### src/rtl/sequence_multiplier_pkg.sv
// rtl/sequence_multiplier_pkg.sv - shared gate codes, fixed-point constants, gate table and FSM states
package sequence_multiplier_pkg;

  localparam int SEQ_INDEX_BITS = 6;
  localparam int GATE_BITS      = 5;
  localparam int INT_BITS       = 2;

  localparam logic [GATE_BITS-1:0] GATE_I       = 5'd0;
  localparam logic [GATE_BITS-1:0] GATE_X       = 5'd1;
  localparam logic [GATE_BITS-1:0] GATE_Y       = 5'd2;
  localparam logic [GATE_BITS-1:0] GATE_Z       = 5'd3;
  localparam logic [GATE_BITS-1:0] GATE_H       = 5'd4;
  localparam logic [GATE_BITS-1:0] GATE_S       = 5'd5;
  localparam logic [GATE_BITS-1:0] GATE_T       = 5'd6;
  localparam logic [GATE_BITS-1:0] GATE_FULL    = 5'd7;
  localparam logic [GATE_BITS-1:0] HIGHEST_GATE = GATE_FULL;

  typedef enum logic [1:0] {
    ST_IDLE,
    ST_FETCH,
    ST_MULT,
    ST_WRITE
  } mult_state_e;

  function automatic longint q_one(input int dw);
    return longint'(1) << (dw - INT_BITS);
  endfunction

  // idx 0..3 = real m00..m11, idx 4..7 = imag m00..m11; GATE_FULL is a full-scale exerciser entry
  function automatic longint rom_comp(input logic [GATE_BITS-1:0] code, input int idx, input int dw);
    longint one, h, mx, zr;
    longint re[4];
    longint im[4];
    zr  = 64'sd0;
    one = q_one(dw);
    h   = (one * 64'sd46341) >>> 16;
    mx  = (longint'(1) << (dw - 1)) - 64'sd1;
    re  = '{one, zr, zr, one};
    im  = '{zr, zr, zr, zr};
    case (code)
      GATE_X:    re = '{zr, one, one, zr};
      GATE_Y: begin
        re = '{zr, zr, zr, zr};
        im = '{zr, -one, one, zr};
      end
      GATE_Z:    re = '{one, zr, zr, -one};
      GATE_H:    re = '{h, h, h, -h};
      GATE_S: begin
        re = '{one, zr, zr, zr};
        im = '{zr, zr, zr, one};
      end
      GATE_T: begin
        re = '{one, zr, zr, h};
        im = '{zr, zr, zr, h};
      end
      GATE_FULL: begin
        re = '{mx, mx, mx, mx};
        im = '{mx, mx, mx, mx};
      end
      default: ;
    endcase
    return idx[2] ? im[idx[1:0]] : re[idx[1:0]];
  endfunction

endpackage

### src/rtl/sequence_multiplier_gate_rom.sv
// rtl/sequence_multiplier_gate_rom.sv - gate code to 2x2 complex matrix, one-cycle registered read
module gate_rom
  import sequence_multiplier_pkg::*;
#(
  parameter int DATA_WIDTH = 16
) (
  input  logic                    clk,
  input  logic                    rd_en_i,
  input  logic [GATE_BITS-1:0]    code_i,
  output logic [4*DATA_WIDTH-1:0] g_re_o,
  output logic [4*DATA_WIDTH-1:0] g_im_o
);

  logic [4*DATA_WIDTH-1:0] g_re_q;
  logic [4*DATA_WIDTH-1:0] g_im_q;

  // Holds the last read so the multiplier sees a stable gate after the accept cycle
  always_ff @(posedge clk) begin
    if (rd_en_i) begin
      for (int e = 0; e < 4; e++) begin
        g_re_q[e*DATA_WIDTH +: DATA_WIDTH] <= DATA_WIDTH'(rom_comp(code_i, e, DATA_WIDTH));
        g_im_q[e*DATA_WIDTH +: DATA_WIDTH] <= DATA_WIDTH'(rom_comp(code_i, e + 4, DATA_WIDTH));
      end
    end
  end

  assign g_re_o = g_re_q;
  assign g_im_o = g_im_q;

endmodule

### src/rtl/sequence_multiplier.sv
// rtl/sequence_multiplier.sv - folds the gate stream into a 2x2 complex product with one serial MAC
module sequence_multiplier
  import sequence_multiplier_pkg::*;
#(
  parameter int DATA_WIDTH    = 16,
  parameter int SETTLE_CYCLES = 2
) (
  input  logic                      clk,
  input  logic                      reset,
  input  logic [SEQ_INDEX_BITS-1:0] seq_index,
  input  logic [GATE_BITS-1:0]      seq_gate,
  input  logic                      ready,
  input  logic                      first,
  output logic                      available,
  output logic                      result_valid,
  output logic [4*DATA_WIDTH-1:0]   result_re,
  output logic [4*DATA_WIDTH-1:0]   result_im
);

  localparam int DW    = DATA_WIDTH;
  localparam int ACC_W = 2 * DW + 2;
  localparam int CNT_W = $clog2(SETTLE_CYCLES + 2);
  localparam logic [CNT_W-1:0] SETTLE_MAX = CNT_W'(SETTLE_CYCLES);
  localparam logic [4*DW-1:0]  IDENT_RE   = {DW'(q_one(DW)), {(2*DW){1'b0}}, DW'(q_one(DW))};
  localparam logic signed [ACC_W-1:0] SAT_HI = ACC_W'((longint'(1) << (DW - 1)) - 64'sd1);
  localparam logic signed [ACC_W-1:0] SAT_LO = ~SAT_HI;

  mult_state_e              state_q;
  logic                     available_q, result_valid_q, first_q, last_q;
  logic [CNT_W-1:0]         settle_q;
  logic [2:0]               k_q;
  logic [4*DW-1:0]          acc_re_q, acc_im_q, tmp_re_q, tmp_im_q;
  logic signed [ACC_W-1:0]  sum_re_q, sum_im_q;
  logic [4*DW-1:0]          g_re, g_im;
  logic                     accept_d;
  logic [1:0]               a_idx_d, b_idx_d;
  logic signed [DW-1:0]     ar_d, ai_d, br_d, bi_d;
  logic signed [ACC_W-1:0]  term_re_d, term_im_d, full_re_d, full_im_d;

  function automatic logic [DW-1:0] sat(input logic signed [ACC_W-1:0] v);
    logic signed [ACC_W-1:0] s;
    s = v >>> (DW - INT_BITS);
    if (s > SAT_HI) s = SAT_HI;
    else if (s < SAT_LO) s = SAT_LO;
    return s[DW-1:0];
  endfunction

  assign accept_d = (state_q == ST_IDLE) && available_q && (settle_q == SETTLE_MAX) && ready;

  gate_rom #(.DATA_WIDTH(DW)) u_rom (
    .clk     (clk),
    .rd_en_i (accept_d),
    .code_i  (seq_gate),
    .g_re_o  (g_re),
    .g_im_o  (g_im)
  );

  // k = {row, col, term}: term j multiplies acc[row][j] by G[j][col]
  always_comb begin
    a_idx_d   = {k_q[2], k_q[0]};
    b_idx_d   = {k_q[0], k_q[1]};
    ar_d      = acc_re_q[int'(a_idx_d)*DW +: DW];
    ai_d      = acc_im_q[int'(a_idx_d)*DW +: DW];
    br_d      = g_re[int'(b_idx_d)*DW +: DW];
    bi_d      = g_im[int'(b_idx_d)*DW +: DW];
    term_re_d = ACC_W'(ar_d) * ACC_W'(br_d) - ACC_W'(ai_d) * ACC_W'(bi_d);
    term_im_d = ACC_W'(ar_d) * ACC_W'(bi_d) + ACC_W'(ai_d) * ACC_W'(br_d);
    full_re_d = sum_re_q + term_re_d;
    full_im_d = sum_im_q + term_im_d;
  end

  always_ff @(posedge clk) begin
    if (reset) begin
      state_q        <= ST_IDLE;
      available_q    <= 1'b0;
      result_valid_q <= 1'b0;
      settle_q       <= '0;
      first_q        <= 1'b0;
      last_q         <= 1'b0;
      k_q            <= '0;
      acc_re_q       <= IDENT_RE;
      acc_im_q       <= '0;
      tmp_re_q       <= '0;
      tmp_im_q       <= '0;
      sum_re_q       <= '0;
      sum_im_q       <= '0;
    end else begin
      result_valid_q <= 1'b0;
      case (state_q)
        ST_IDLE: begin
          available_q <= 1'b1;
          if (settle_q < SETTLE_MAX) settle_q <= settle_q + CNT_W'(1);
          if (accept_d) begin
            first_q     <= first;
            last_q      <= (seq_index == '0);
            available_q <= 1'b0;
            settle_q    <= '0;
            state_q     <= ST_FETCH;
          end
        end
        ST_FETCH: begin
          k_q <= '0;
          if (first_q) begin
            tmp_re_q <= g_re;
            tmp_im_q <= g_im;
            state_q  <= ST_WRITE;
          end else begin
            state_q  <= ST_MULT;
          end
        end
        ST_MULT: begin
          if (!k_q[0]) begin
            sum_re_q <= term_re_d;
            sum_im_q <= term_im_d;
          end else begin
            tmp_re_q[int'(k_q[2:1])*DW +: DW] <= sat(full_re_d);
            tmp_im_q[int'(k_q[2:1])*DW +: DW] <= sat(full_im_d);
          end
          k_q <= k_q + 3'd1;
          if (k_q == 3'd7) state_q <= ST_WRITE;
        end
        ST_WRITE: begin
          acc_re_q       <= tmp_re_q;
          acc_im_q       <= tmp_im_q;
          result_valid_q <= last_q;
          state_q        <= ST_IDLE;
        end
        default: state_q <= ST_IDLE;
      endcase
    end
  end

  assign available    = available_q;
  assign result_valid = result_valid_q;
  assign result_re    = acc_re_q;
  assign result_im    = acc_im_q;

endmodule
### config.mk
export PLATFORM = sky130hd
export DESIGN_NAME = sequence_multiplier
export DESIGN_NICKNAME = d
export VERILOG_FILES = /design/src/rtl/sequence_multiplier_pkg.sv /design/src/rtl/sequence_multiplier_gate_rom.sv /design/src/rtl/sequence_multiplier.sv
export SDC_FILE = /design/constraint.sdc
export NUM_CORES = 2
export LEC_CHECK = 0
export ABC_AREA = 1
export CAP_MARGIN = 10
export CORE_ASPECT_RATIO = 1.75
export CORE_MARGIN = 1.5
export CORE_UTILIZATION = 35
export DETAILED_ROUTE_END_ITERATION = 8
export PLACE_DENSITY = 0.61
export SLEW_MARGIN = 20
export SYNTH_ARGS = -nofsm -noshare
export SYNTH_HDL_FRONTEND = slang
export SYNTH_HIERARCHICAL = 1
export SYNTH_SLANG_ARGS = --single-unit
### constraint.sdc
create_clock -name clk -period 13.5 [get_ports clk]
set_input_delay 2.7 -clock clk [delete_from_list [all_inputs] [get_ports clk]]
set_output_delay 2.7 -clock clk [all_outputs]
set_load 0.02 [all_outputs]
Yosys cells after proc, flatten, opt, wreduce, memory -nomap -nowiden. Index checks and enable logic that the tools add are counted.

Flip-flop bits (word level): 461. Word-level logic and storage cells: 97.

$add $sub $neg: 7. Multiply operators: 4. $lt $le $gt $ge: 5. Equal/unequal tests: 16. Shift-type cells: 7. Muxes and demuxes: 28. Bitwise gates (word level): 2. Reductions and logical operators: 13.

Operator list (number): one-hot mux 207 bit (7 select lines) (1); one-hot mux 207 bit (4 select lines) (1); two-way mux 64 bit (4); one-hot mux 64 bit (2 select lines) (2); variable part select 64 x 7 -> 16 bit (4); two-way mux 16 bit (10); bitwise mux 64 bit (2); multiplier 16 x 16 -> 32 bit (4); variable part select 16 x 33 -> 64 bit (2); adder 33 x 33 -> 34 bit (2); variable shift 16 x 33 -> 64 bit (first input constant) (1); greater-than comparator 20 x 16 -> 1 bit (second input constant) (2); less-than comparator 20 x 16 -> 1 bit (second input constant) (2); adder 32 x 32 -> 33 bit (1); negator 6 -> 33 bit (1); subtractor 32 x 32 -> 33 bit (1); equality test 5 x 3 -> 1 bit (second input constant) (4); equality test 5 x 2 -> 1 bit (second input constant) (2); two-way mux 2 bit (4); != test 2 bit (second input constant) (4); one-hot mux 2 bit (4 select lines) (1); AND reduction 2 bit (4); equality test 2 bit (second input constant) (3); zero test 6 bit (1); other kinds (14) (19).

Depth between registers and ports, before layout.
Depth after elaboration: 14. Mapped depth: 56. Mapped depth without buffers: 51.

By module. Netlist, hierarchy kept.

By module, submodules not included: sequence_multiplier (instances 1, cells an instance 7339, area each 58727.6 um^2); gate_rom (instances 1, cells an instance 163, area each 1446.4 um^2).

Worst setup path after synthesis. OpenSTA, ideal clock, no wires.

Kind: register to register. Start: register u_rom.g_im_q[60] (netlist: u_rom/g_im_o[60]). End: register tmp_re_q[11]. Setup time: 134 ps. Arrival time: 10453 ps. Path slack: 2913 ps. Cell stages (with the launch flop): 46. Path buffers: 2. Clock period less this slack: 10587 ps. Cell sequence: edfxtp_1 -> buf_4 -> nand2_1 -> a32oi_1 -> clkinv_1 -> nor2_1 -> fa_1 -> inv_1 -> fa_1 -> inv_1 -> fa_1 -> inv_1 -> fa_1 -> fa_1 -> fa_1 -> fa_1 -> inv_1 -> fa_1 -> [10 not listed] -> a21boi_0 -> o21ai_0 -> xor2_1 -> ha_1 -> nand2_1 -> o21ai_0 -> o21bai_1 -> a21oi_1 -> nand2_1 -> nand2_1 -> nand2_1 -> nor2_1 -> nand3_1 -> nand2_2 -> buf_6 -> nand2_2 -> nand2_1 -> a31oi_1.

Longest elaborated chain between the ends: 14. Elaborated cells on any way between the ends: 15. Classes of those cells: add/sub (2); mul (1); order compare (2); shift (2); mux (8).

RTL lines: start: declaration (line sequence_multiplier_gate_rom.sv:15) `logic [4*DATA_WIDTH-1:0] g_im_q;`; start signal: indexed assignment (line sequence_multiplier_gate_rom.sv:22) `g_im_q[e*DATA_WIDTH +: DATA_WIDTH] <= DATA_WIDTH'(rom_comp(code_i, e + 4, DATA_WIDTH));`; variable part select 64 x 7 -> 16 bit (*) (line sequence_multiplier.sv:65) `bi_d = g_im[int'(b_idx_d)*DW +: DW];`; multiplier 16 x 16 -> 32 bit (*) (line sequence_multiplier.sv:66) `term_re_d = ACC_W'(ar_d) * ACC_W'(br_d) - ACC_W'(ai_d) * ACC_W'(bi_d);`; subtractor 32 x 32 -> 33 bit (*) (line sequence_multiplier.sv:66); via term_re_d[27] (line sequence_multiplier.sv:38) `logic signed [ACC_W-1:0] term_re_d, term_im_d, full_re_d, full_im_d;`; adder 33 x 33 -> 34 bit (*) (line sequence_multiplier.sv:68) `full_re_d = sum_re_q + term_re_d;`; less-than comparator 20 x 16 -> 1 bit (line sequence_multiplier.sv:44) `else if (s < SAT_LO) s = SAT_LO;`; two-way mux 16 bit (line sequence_multiplier.sv:44); two-way mux 16 bit (*) (line sequence_multiplier.sv:43) `if (s > SAT_HI) s = SAT_HI;`; two-way mux 16 bit (*) (line sequence_multiplier.sv:112) `if (!k_q[0]) begin`; two-way mux 16 bit (*) (line sequence_multiplier.sv:89) `case (state_q)`; two-way mux 16 bit (*) (line sequence_multiplier.sv:73) `if (reset) begin`; variable part select 16 x 33 -> 64 bit (*) (line sequence_multiplier.sv:116) `tmp_re_q[int'(k_q[2:1])*DW +: DW] <= sat(full_re_d);`; bitwise mux 64 bit (*) (line sequence_multiplier.sv:116); two-way mux 64 bit (*) (line sequence_multiplier.sv:112); one-hot mux 64 bit (2 select lines) (*) (line sequence_multiplier.sv:89); end signal: assignment (line sequence_multiplier.sv:104) `tmp_re_q <= g_re;`; end signal: indexed assignment (line sequence_multiplier.sv:116); end: declaration (line sequence_multiplier.sv:32) `logic [4*DW-1:0] acc_re_q, acc_im_q, tmp_re_q, tmp_im_q;`.

Mark *: on every way through the listed nets, which the timed path passes. The rest lies on a longest branch. The select of a mux whose other input is x is not followed. A chain may end at the register's enable or synchronous reset.

Worst setup path in the final report.
Start: register k_q[0]. End: register tmp_im_q[17].

Longest elaborated chain between the ends: 14. Elaborated cells on any way between the ends: 21. Classes of those cells: add/sub (2); mul (2); order compare (2); eq/ne (1); shift (5); mux (8); reduce/logical (1).

RTL lines: start: declaration (line sequence_multiplier.sv:31) `logic [2:0] k_q;`; start signal: assignment (line sequence_multiplier.sv:119) `k_q <= k_q + 3'd1;`; variable part select 64 x 7 -> 16 bit, on equally long branches; multiplier 16 x 16 -> 32 bit (line sequence_multiplier.sv:67) `term_im_d = ACC_W'(ar_d) * ACC_W'(bi_d) + ACC_W'(ai_d) * ACC_W'(br_d);`; adder 32 x 32 -> 33 bit (*) (line sequence_multiplier.sv:67); via term_im_d[24] (line sequence_multiplier.sv:38); adder 33 x 33 -> 34 bit (*) (line sequence_multiplier.sv:69) `full_im_d = sum_im_q + term_im_d;`; less-than comparator 20 x 16 -> 1 bit (line sequence_multiplier.sv:44); two-way mux 16 bit (line sequence_multiplier.sv:44); two-way mux 16 bit (*) (line sequence_multiplier.sv:43); two-way mux 16 bit (*) (line sequence_multiplier.sv:112); two-way mux 16 bit (*) (line sequence_multiplier.sv:89); two-way mux 16 bit (*) (line sequence_multiplier.sv:73); variable part select 16 x 33 -> 64 bit (*) (line sequence_multiplier.sv:117) `tmp_im_q[int'(k_q[2:1])*DW +: DW] <= sat(full_im_d);`; bitwise mux 64 bit (*) (line sequence_multiplier.sv:117); two-way mux 64 bit (*) (line sequence_multiplier.sv:112); one-hot mux 64 bit (2 select lines) (*) (line sequence_multiplier.sv:89); end signal: assignment (line sequence_multiplier.sv:105) `tmp_im_q <= g_im;`; end signal: indexed assignment (line sequence_multiplier.sv:117); end: declaration (line sequence_multiplier.sv:32).

Marks and branches as above.

==> impl_summary.log <==
[metrics] final worst path period need: about 12000 ps
[metrics] CP Data Arrival Time: approximately 13000 ps
[metrics] area share of the largest cell type after synthesis: 0.391
[metrics] remaining global-route overflow: 0
[metrics] worst-case clock skew: around 26 ps
[metrics] number of buffers added by the clock tree synthesis step: 34
[metrics] status: finished, final reports clean
[metrics] maximum number of pins on one net before global-route repair: 116
[metrics] I/O pin total: roughly 150
[metrics] source-to-sink clock delay at the later pin of the worst-skew pair: 620 ps
[metrics] cell with the biggest individual delay on the critical path: sky130_fd_sc_hd__a32oi_1
[metrics] cell at the root of the clock tree: sky130_fd_sc_hd__clkbuf_16
[metrics] gp weighted congestion: between 0.9 and 1
[metrics] Die Span Y: about 550 µm
[metrics] endpoint kind of the worst setup timing path: flop
[metrics] NumNets Final: roughly 8900
[metrics] buffers from clock root to sink, at most: 3
[metrics] Post-Synthesis Cell Area: 60200 µm²
[metrics] number of warnings reported in the yosys synthesis log: 6
[metrics] number of buffers added to fix hold violations after cts: 0
[metrics] # Post-CTS Setup Buffers: 0
[metrics] sort of element at the start of the critical path: flop
[metrics] maximum frequency from static timing analysis: 81.1 MHz
[metrics] clock transition at the registers of the reported paths: about 70 ps
[metrics] Setup TNS: 0 ps
[metrics] portion of the post-synthesis area used by sequential elements: 0.117
[metrics] Area Growth Syn to Fin: 7.15%
[metrics] core outline area: 171000 µm²
[metrics] synthesized instance count: roughly 7500
[metrics] overall die width: 316 µm
[metrics] critical path class: flop to flop
[metrics] sum of buffers and inverters on the critical path: 11
[metrics] I/O Buffers: around 140
[metrics] post-route met1 wirelength: slightly above 70 mm
[metrics] max-slew violation total from the final report: 0
[metrics] routed via count divided by cell count: about 5.3
[metrics] max-cap viol count: 0
[metrics] highest routed layer: met5
[metrics] DR WL met3: between 10 and 15 mm
[metrics] most common library cell in the layout ignoring fill and taps: sky130_fd_sc_hd__inv_1
[metrics] number of flops mapped to enable cells by yosys: 13
[metrics] DR vias: between 50000 and 60000
[metrics] async set-reset flop share out of synthesis: 0
[metrics] worst min-delay path class: flop to flop
[metrics] Detail Route met2 WL: 107 mm
[metrics] antenna violations before repair: 4
[metrics] post-CTS sizing: 0
[metrics] category of cells accounting for the largest share of critical-path delay: adder cells
[metrics] proportion of layout cells with a drive suffix above 1: 0.0455
[metrics] commonest cells after routing, fill and taps aside: sky130_fd_sc_hd__inv_1 (1562), sky130_fd_sc_hd__fa_1 (1174), sky130_fd_sc_hd__nand2_1 (1082)
[metrics] slew at the pin closest to its max-slew limit: around 1200 ps
[metrics] hpwl dp: 169 mm
[metrics] initial core utilization: 0.352
[metrics] FF+latch count, synth: 346
[metrics] Routed Antenna Nets: 0
[metrics] cell row count: 201
[metrics] peak fanout along the critical path: 49
[metrics] Fin. Hold Viols: 0
[metrics] fillers: 17800
[metrics] number of search-and-repair iterations in the first detailed-routing pass: 7
[metrics] worst path required time: 14040 ps
[metrics] setup violation total in the final timing report: 0
[metrics] vias in the first global route: between 50000 and 60000
[metrics] drt wl/cell: approximately 22 µm
[metrics] overall global routing resource usage: 0.250
[metrics] post-synth top area cell: sky130_fd_sc_hd__fa_1
[metrics] average footprint of a synthesized cell: around 8 µm²
[metrics] period utilization: 0.914
[metrics] top flip-flop cell by instance count after synthesis: sky130_fd_sc_hd__dfxtp_1
[metrics] critical path's most frequent cell: sky130_fd_sc_hd__inv_1
[metrics] area of the die: ~170000 µm²
[metrics] library cells used by synthesis: a little under 60
[metrics] worst relative slew slack: 0.186
[metrics] H-Tree Depth: 2
[metrics] DRT iter0 DRCs: 3840
[metrics] CTS tree: done
[metrics] post-placement worst setup slack: 1230 ps
[metrics] highest cell delay on the worst timing path: 770 ps
[metrics] setup repair after global routing missed its margin: no
[metrics] DR DRC count: 0
[metrics] cell types with the largest area share after synthesis: sky130_fd_sc_hd__fa_1 (39%), sky130_fd_sc_hd__dfxtp_1 (11%), sky130_fd_sc_hd__inv_1 (9.8%)
[metrics] first-pass GRT wire length: around 330 mm
[metrics] final critical-path setup slack: ~1200 ps
[metrics] total detailed-routing wirelength: between 200 and 250 mm
[metrics] clock tree sinks: around 350
[tightest hold or removal path, delay by kind of cell, from the launching register on]
family	cells	cell delay, ps
flops	1	310
simple gates	2	100
[cell families (layout without fill, tap and decap cells)]
logic type	Yosys count	count (layout)	share of synthesized area
AOI/OAI and AO/OA	974	974	0.0901
xor gates and xnor gates	120	120	0.0176
adders and majority gates	1558	1558	0.470
buffers and inverters	2061	1939	0.140
DFF	346	346	0.117
other	1	7	0.0000623
and+or+nand+nor	2442	2442	0.164
[state kept, by name (all words and copies together), names as in the netlist]
register and cells:
result_im 64, result_re 64, tmp_im_q 64, tmp_re_q 64
sum_im_q 33, sum_re_q 33, u_rom/g_re_o 8, u_rom/g_im_o 5
k_q 3, settle_q 2, state_q 2, available 1
first_q 1, last_q 1, result_valid 1
[metal layers]
metal,track usage,vias up
met5,0,-
met4,0.230,4
met3,0.0338,860
met2,0.434,2369
met1,0.261,25400
li1,-,22100
[through the flow]
| step | util | hold WS [ps] | instances | cell area (µm²) |
|---|---|---|---|---|
| 6_report | 0.377 | 446 | 9619 | 64500 |
| 3_5_place_dp | 0.370 | 435 | 9558 | 63200 |
| 5_1_grt | 0.377 | 491 | 9619 | 64500 |
| 3_3_place_gp | 0.370 | 432 | 9558 | 63200 |
| 4_1_cts | 0.377 | 450 | 9617 | 64400 |
| 2_1_floorplan | - | 416 | 7507 | 60200 |
[cell usage after synthesis (4+ instances only)]
cell type,count
sky130_fd_sc_hd__o21bai_1,24
sky130_fd_sc_hd__inv_1,1573
sky130_fd_sc_hd__xnor2_1,41
sky130_fd_sc_hd__inv_2,8
sky130_fd_sc_hd__fa_1,1174
sky130_fd_sc_hd__a21boi_0,5
sky130_fd_sc_hd__xor2_1,78
sky130_fd_sc_hd__nand4_1,73
sky130_fd_sc_hd__nor3_1,19
sky130_fd_sc_hd__a211oi_1,6
sky130_fd_sc_hd__a21oi_1,406
sky130_fd_sc_hd__clkinv_1,14
sky130_fd_sc_hd__clkbuf_8,7
sky130_fd_sc_hd__nand2_4,20
sky130_fd_sc_hd__buf_6,7
sky130_fd_sc_hd__nand2_2,33
sky130_fd_sc_hd__a32oi_2,14
sky130_fd_sc_hd__nor2_2,4
sky130_fd_sc_hd__dfxtp_1,333
sky130_fd_sc_hd__a21o_1,7
sky130_fd_sc_hd__buf_1,24
sky130_fd_sc_hd__buf_4,120
sky130_fd_sc_hd__nor2_1,1089
sky130_fd_sc_hd__edfxtp_1,13
sky130_fd_sc_hd__ha_1,384
sky130_fd_sc_hd__o21ai_1,4
sky130_fd_sc_hd__nand3_1,85
sky130_fd_sc_hd__nand3_2,4
sky130_fd_sc_hd__nor2_4,4
sky130_fd_sc_hd__buf_2,42
sky130_fd_sc_hd__o21ai_0,398
sky130_fd_sc_hd__nand2_1,1082
sky130_fd_sc_hd__a31oi_1,48
sky130_fd_sc_hd__clkbuf_1,259
sky130_fd_sc_hd__nor4_1,13
sky130_fd_sc_hd__a32oi_1,47
[layout make-up]
cell class	instances	area [µm²]	share of cell area
inverters	1595	6000	0.0931
well taps	2233	2790	0.0433
clock buffers	45	1030	0.0159
flip-flops and latches	346	7060	0.110
clock inverters	14	180	0.00279
repair buffers	285	2530	0.0392
diodes	1	2.50	0.0000388
multi-input cells	5100	44900	0.696
[path summary, 6_finish.rpt]
check | start | endpoint | slack (ps) | cells past startpoint
setup / recovery | k_q[0] | tmp_im_q[17] | 1170 | 45
hold / removal | last_q | result_valid | 450 | 2
setup reg to reg | k_q[0] | tmp_im_q[17] | 1170 | 45
hold reg to reg | last_q | result_valid | 450 | 2
Power is not shown: default switching activity piles up to over one toggle a cycle in this logic, so the estimate is an artifact.
